### src/rtl/mem_port_arbiter.sv
// ---------------------------------------------------------------------------
// mem_port_arbiter
//
// Shares one external single-port memory bus between the instruction-fetch
// path and the data-memory path. Only one transaction is outstanding at a
// time. Data requests win by default. A starvation counter forces a pending
// fetch to win after MAX_STARVE consecutive lost arbitrations. An optional
// timeout aborts a transaction the memory never completes and reports it
// with bus_err.
//
// Parameters:
//   MAX_STARVE  data grants a pending fetch may lose in a row (1..15)
//   TIMEOUT     BUSY cycles without ext_valid before abort (0 = disabled)
//
// Ports:
//   clk, rst                      clock, synchronous active-high reset
//   if_req/if_addr                fetch read request (held until if_gnt)
//   if_gnt                        fetch accepted (combinational, IDLE only)
//   if_rvalid/if_rdata            one-cycle fetch completion + data
//   d_req/d_we/d_addr/d_wdata/d_wstrb
//                                 data request (held until d_gnt)
//   d_gnt                         data accepted (combinational, IDLE only)
//   d_rvalid/d_rdata              one-cycle data completion (rdata 0 on write)
//   ext_ren/ext_wen               external strobes, held until ext_valid
//   ext_addr/ext_wdata/ext_wstrb  external request, stable while strobed
//   ext_valid/ext_rdata           external completion and read data
//   stall                         pipeline hold request
//   bus_err                       pulses with rvalid on a timeout abort
// ---------------------------------------------------------------------------
module mem_port_arbiter #(
    parameter int MAX_STARVE = 3,
    parameter int TIMEOUT    = 16
) (
    input  logic        clk,
    input  logic        rst,
    input  logic        if_req,
    input  logic [31:0] if_addr,
    output logic        if_gnt,
    output logic        if_rvalid,
    output logic [31:0] if_rdata,
    input  logic        d_req,
    input  logic        d_we,
    input  logic [31:0] d_addr,
    input  logic [31:0] d_wdata,
    input  logic [3:0]  d_wstrb,
    output logic        d_gnt,
    output logic        d_rvalid,
    output logic [31:0] d_rdata,
    output logic        ext_ren,
    output logic        ext_wen,
    output logic [31:0] ext_addr,
    output logic [31:0] ext_wdata,
    output logic [3:0]  ext_wstrb,
    input  logic        ext_valid,
    input  logic [31:0] ext_rdata,
    output logic        stall,
    output logic        bus_err
);

    typedef enum logic [1:0] {
        IDLE    = 2'd0,
        BUSY_IF = 2'd1,
        BUSY_D  = 2'd2
    } state_t;

    localparam logic [3:0] STARVE_LIMIT = 4'(MAX_STARVE);
    localparam bit         TIMEOUT_EN   = (TIMEOUT > 0);
    // Last BUSY cycle allowed: the strobe is held for exactly TIMEOUT cycles.
    localparam logic [7:0] WAIT_LAST    = TIMEOUT_EN ? 8'(TIMEOUT - 1) : 8'd0;

    state_t      state;
    state_t      state_next;
    logic [3:0]  starve_cnt;
    logic [7:0]  wait_cnt;
    logic        we_q;
    logic [31:0] addr_q;
    logic [31:0] wdata_q;
    logic [3:0]  wstrb_q;
    logic [31:0] rdata_q;
    logic        if_rvalid_q;
    logic        d_rvalid_q;
    logic        bus_err_q;
    logic        done;
    logic        abort;

    // Arbitration and next-state logic.
    // NOTE: every output of this block gets a default first so no path
    // through the case leaves a signal unassigned, which would infer a latch.
    always_comb begin
        state_next = state;
        if_gnt     = 1'b0;
        d_gnt      = 1'b0;
        done       = 1'b0;
        abort      = 1'b0;
        case (state)
            IDLE: begin
                // No grants while reset is held, so nothing is accepted
                // that the reset would then silently discard.
                if (!rst) begin
                    if (if_req && (!d_req || starve_cnt == STARVE_LIMIT)) begin
                        if_gnt     = 1'b1;
                        state_next = BUSY_IF;
                    end else if (d_req) begin
                        d_gnt      = 1'b1;
                        state_next = BUSY_D;
                    end
                end
            end
            BUSY_IF, BUSY_D: begin
                // A completion in the timeout cycle is a normal completion.
                if (ext_valid) begin
                    done       = 1'b1;
                    state_next = IDLE;
                end else if (TIMEOUT_EN && wait_cnt == WAIT_LAST) begin
                    abort      = 1'b1;
                    state_next = IDLE;
                end
            end
            default: state_next = IDLE;
        endcase
    end

    // NOTE: sequential state uses non-blocking assignments so every register
    // samples the pre-edge values, independent of statement order.
    always_ff @(posedge clk) begin
        if (rst) begin
            state       <= IDLE;
            starve_cnt  <= '0;
            wait_cnt    <= '0;
            we_q        <= 1'b0;
            addr_q      <= '0;
            wdata_q     <= '0;
            wstrb_q     <= '0;
            rdata_q     <= '0;
            if_rvalid_q <= 1'b0;
            d_rvalid_q  <= 1'b0;
            bus_err_q   <= 1'b0;
        end else begin
            state       <= state_next;
            if_rvalid_q <= 1'b0;
            d_rvalid_q  <= 1'b0;
            bus_err_q   <= 1'b0;

            if (if_gnt) begin
                addr_q     <= if_addr;
                we_q       <= 1'b0;
                wdata_q    <= '0;
                wstrb_q    <= '0;
                wait_cnt   <= '0;
                starve_cnt <= '0;
            end

            if (d_gnt) begin
                addr_q   <= d_addr;
                we_q     <= d_we;
                wdata_q  <= d_we ? d_wdata : 32'd0;
                wstrb_q  <= d_we ? d_wstrb : 4'd0;
                wait_cnt <= '0;
                // Only a fetch that actually lost this arbitration counts.
                if (if_req && starve_cnt != STARVE_LIMIT) begin
                    starve_cnt <= starve_cnt + 4'd1;
                end
            end

            if (state != IDLE) begin
                wait_cnt <= wait_cnt + 8'd1;
            end

            if (done || abort) begin
                if_rvalid_q <= (state == BUSY_IF);
                d_rvalid_q  <= (state == BUSY_D);
                bus_err_q   <= abort;
                rdata_q     <= (abort || we_q) ? 32'd0 : ext_rdata;
            end
        end
    end

    assign ext_ren   = (state != IDLE) && !we_q;
    assign ext_wen   = (state != IDLE) &&  we_q;
    assign ext_addr  = addr_q;
    assign ext_wdata = wdata_q;
    assign ext_wstrb = wstrb_q;

    assign if_rvalid = if_rvalid_q;
    assign d_rvalid  = d_rvalid_q;
    assign if_rdata  = if_rvalid_q ? rdata_q : 32'd0;
    assign d_rdata   = d_rvalid_q  ? rdata_q : 32'd0;
    assign bus_err   = bus_err_q;

    assign stall = !rst && ((state != IDLE) || (if_req && !if_gnt) || (d_req && !d_gnt));

endmodule

### config.mk
export PLATFORM = sky130hd
export DESIGN_NAME = mem_port_arbiter
export DESIGN_NICKNAME = d
export VERILOG_FILES = /design/src/rtl/mem_port_arbiter.sv
export SDC_FILE = /design/constraint.sdc
export NUM_CORES = 1
export LEC_CHECK = 0
export CORE_ASPECT_RATIO = 1.1
export CORE_UTILIZATION = 38
export CTS_CLUSTER_SIZE = 12
export DETAILED_ROUTE_END_ITERATION = 8
export GPL_ROUTABILITY_DRIVEN = 1
export GPL_TIMING_DRIVEN = 0
export PLACE_DENSITY = 0.81
export SLEW_MARGIN = 40
export SYNTH_ARGS = -nofsm -noshare
export SYNTH_HDL_FRONTEND = slang
export SYNTH_SLANG_ARGS = --single-unit
### constraint.sdc
create_clock -name clk -period 2.2 [get_ports clk]
set_input_delay 0.22 -clock clk [delete_from_list [all_inputs] [get_ports clk]]
set_output_delay 0.22 -clock clk [all_outputs]
set_load 0.005 [all_outputs]
==> results_dict.tcl <==
set metrics [dict create \
    path_class "reg -> out" \
    dieArea_sq_um 12700 \
    hold_path_startpoint "d_addr[22]" \
    grtUsageTotal 0.238 \
    cp_max_fo 10 \
    synth_seq_cells 118 \
    ys_top_cells_by_area "dfxtp_1 (51%), a22o_1 (13%), and2_1 (9.3%)" \
    synthAdderAreaFrac 0.0135 \
    place_congestion 0.840 \
    met1_usage 0.259 \
    reg2reg_from "state[1]$_SDFFE_PP0P_" \
    drc 0 \
    drtIter0Drc 178 \
    fin_ws_ns 0.132 \
    async_flop_share 0 \
    hold_buffers 0 \
    tns_ns 0 \
    clkLatencyLatePin_ns 0.40 \
    clock_sinks 118 \
    busiest_layer "met2" \
    setup_violations 0 \
    dp_hpwl_mm 11.7 \
    power_density_nw_per_um2 746 \
    max_freq_mhz 484 \
    end_kind "primary output" \
    synth_ff_type "dfxtp_1" \
    finalHoldViolCount 0 \
    cts_root_buf "clkbuf_16" \
    antenna_found_initial 0 \
    numCtsBuffers 17 \
    synth.most_common_cell "dfxtp_1" \
    grt_pass1_vias 4763 \
    whs_endpoint "ext_addr[22]$_SDFFE_PP0P_" \
    synth_cell_type_count 37 \
    r2r_cells 10 \
    cp_data_required_time_ns 1.98 \
    maxCapViolCount 0 \
    synth-edff-count 0 \
    clkTransAtPathRegs_ns 0.06 \
    dr.pass1.iters 4 \
    fp.dieH_microns 118 \
    muxShareOfSynthArea 0 \
    synth-xor-area-share 0.00565 \
    finalNetCount 944 \
    routed_wl_mm 15.1 \
    holdPathStages 3 \
    initial_core_util 0.388 \
    startpoint_type "register" \
    ir_drop_mv 0.504 \
    ios 278 \
    clockBufferDepth 2 \
    cts_max_level 4 \
    vias 4827 \
    skew_ns 0.0112 \
    slew_viol_final 0 \
    yosysTopAreaCellShare 0.508 \
    cp_data_arrival_time_ns 1.85 \
    synth_top_family_by_area "simple AND/OR/NAND/NOR gates" \
    synth_cells 503 \
    gr-usage-met2 0.428 \
    leakagePower_nw 3.35 \
    rsz0062_at_grt "no" \
    area_growth_pct 78.4 \
    synth.top_cells.by_count "dfxtp_1 (118), nand2_1 (72), and2_1 (69)" \
    avgSynthCellArea_sq_um 9.24 \
    grt_pass1_wl_mm 23.6 \
    n_fill_cell 964 \
    synth_compound_area_frac 0.159 \
    tritoncts "done" \
    final_area_sq_um 8300 \
    tightest_slew_ns 0.563 \
    core_area_sq_um 12000 \
    wl_per_cell_microns 15.6 \
    min_period_ns 2.07 \
    dieWidth_microns 107 \
    place_area_sq_um 7610 \
    yosysSeqAreaShare 0.508 \
    num_rows 42 \
    rrSetupSlack_ns 0.19 \
    syn-cell-area_sq_um 4650 \
    synth_top_cell_by_area "dfxtp_1" \
    synth_nets 646 \
    port_buffers 277 \
    routed_via_density 4.99 \
    grt_overflow_total 0 \
    diodes 0 \
    ys_warn_count 0 \
    drtAntennaViolNets 0 \
    status "completed" \
    slew_headroom 0.625 \
    dp_slack_ns -0.297 \
    min_path_type "in -> reg" \
    grt_max_degree 17 \
    grt_use_met3 0.0836 \
    r2r_end "ext_addr[23]$_SDFFE_PP0P_" \
    fin_crit_sh 0.940 \
    synth_simple_gate_area_share 0.270 \
    drive_gt1_frac 0.0848 \
]
sequential cells by signal (all words and copies together), names as in the netlist:
| signal | count |
|---|---|
| we_q | 1 |
| ext_addr | 32 |
| ext_wdata | 32 |
| starve_cnt | 4 |
| wait_cnt | 8 |
| d_rvalid | 1 |
| rdata_q | 32 |
| bus_err | 1 |
| if_rvalid | 1 |
| ext_wstrb | 4 |
| state | 2 |
worst max-delay path by stage:
stage                              from                        to
6_report            d_rvalid$_SDFF_PP0_                d_rdata[2]
5_1_grt        starve_cnt[0]$_SDFF_PP0_                    if_gnt
4_1_cts           state[1]$_SDFFE_PP0P_                     stall
3_5_place_dp                        rst                     d_gnt
3_3_place_gp                        rst                     d_gnt
2_1_floorplan     state[0]$_SDFFE_PP0P_  rdata_q[10]$_SDFFE_PP0P_
critical path, cell delays in order (launching register included):
cell	delay, ns
dfxtp_1	0.39
clkbuf_1	0.34
and2_1	0.20
clkdlybuf4s50_1	0.52
layout by cell type (no fill, tap or decap), types with 5 or more instances in the layout:
cell / synthesis / final
a21oi_1: 11 / 10
and3_1: 5 / 5
and2_1: 69 / 69
clkbuf_16: 0 / 17
a22o_1: 68 / 68
clkdlybuf4s50_1: 0 / 275
buf_4: 6 / 10
nor2_1: 10 / 10
dfxtp_1: 118 / 116
buf_2: 14 / 13
clkbuf_1: 16 / 15
clkinv_4: 0 / 5
nand2_1: 72 / 72
nand3_1: 67 / 66
final cells by class:
cell class / count / area [sq um] / share of cell area
Timing Repair Buffer: 281 / 2800 / 0.338
Sequential cell: 118 / 2360 / 0.285
Multi-Input combinational cell: 341 / 2120 / 0.255
Clock buffer: 19 / 443 / 0.0534
Tap cell: 154 / 193 / 0.0232
Buffer: 35 / 173 / 0.0208
Clock inverter: 13 / 170 / 0.0205
Inverter: 7 / 33.8 / 0.00407
through the flow:
stage	hold slack, ns	std cells	utilization	power (mW)
6_report	0.377	968	0.692	6.19
5_1_grt	0.378	968	0.692	6.43
4_1_cts	0.360	969	0.692	6.24
3_5_place_dp	0.441	934	0.636	3.37
3_3_place_gp	0.433	934	0.636	3.34
2_1_floorplan	0.342	503	-	2.76
power by group:
group	leakage, nW	switching (mW)	internal [mW]	total (mW)
logic	2.08	0.377	0.587	0.964
clock network	0.302	0.999	1.83	2.83
registers	0.966	0.0954	2.30	2.40
total	3.35	1.47	4.71	6.19
timing repair:
action	CTS	global route
pin swaps	1	0
gates resized for setup	16	3
setup endpoints to repair	4	7
setup buffers	4	0
cells by family after synthesis:
| group | Yosys count |
|---|---|
| AO/OA/AOI/OAI | 91 |
| XOR/XNOR | 3 |
| AND/OR/NAND/NOR | 242 |
| flip-flops | 118 |
| buffers and inverters | 44 |
| adder cells (fa/ha/maj) | 5 |
per-layer routing:
layer  wire, microns  vias up  part of all wire
met5               0        -                 0
met4             199        0             0.013
met3            1310       17             0.087
met2            7570      210              0.50
met1            6040     2246              0.40
li1                -     2354                 -
Power figures use the tool's default switching activity.
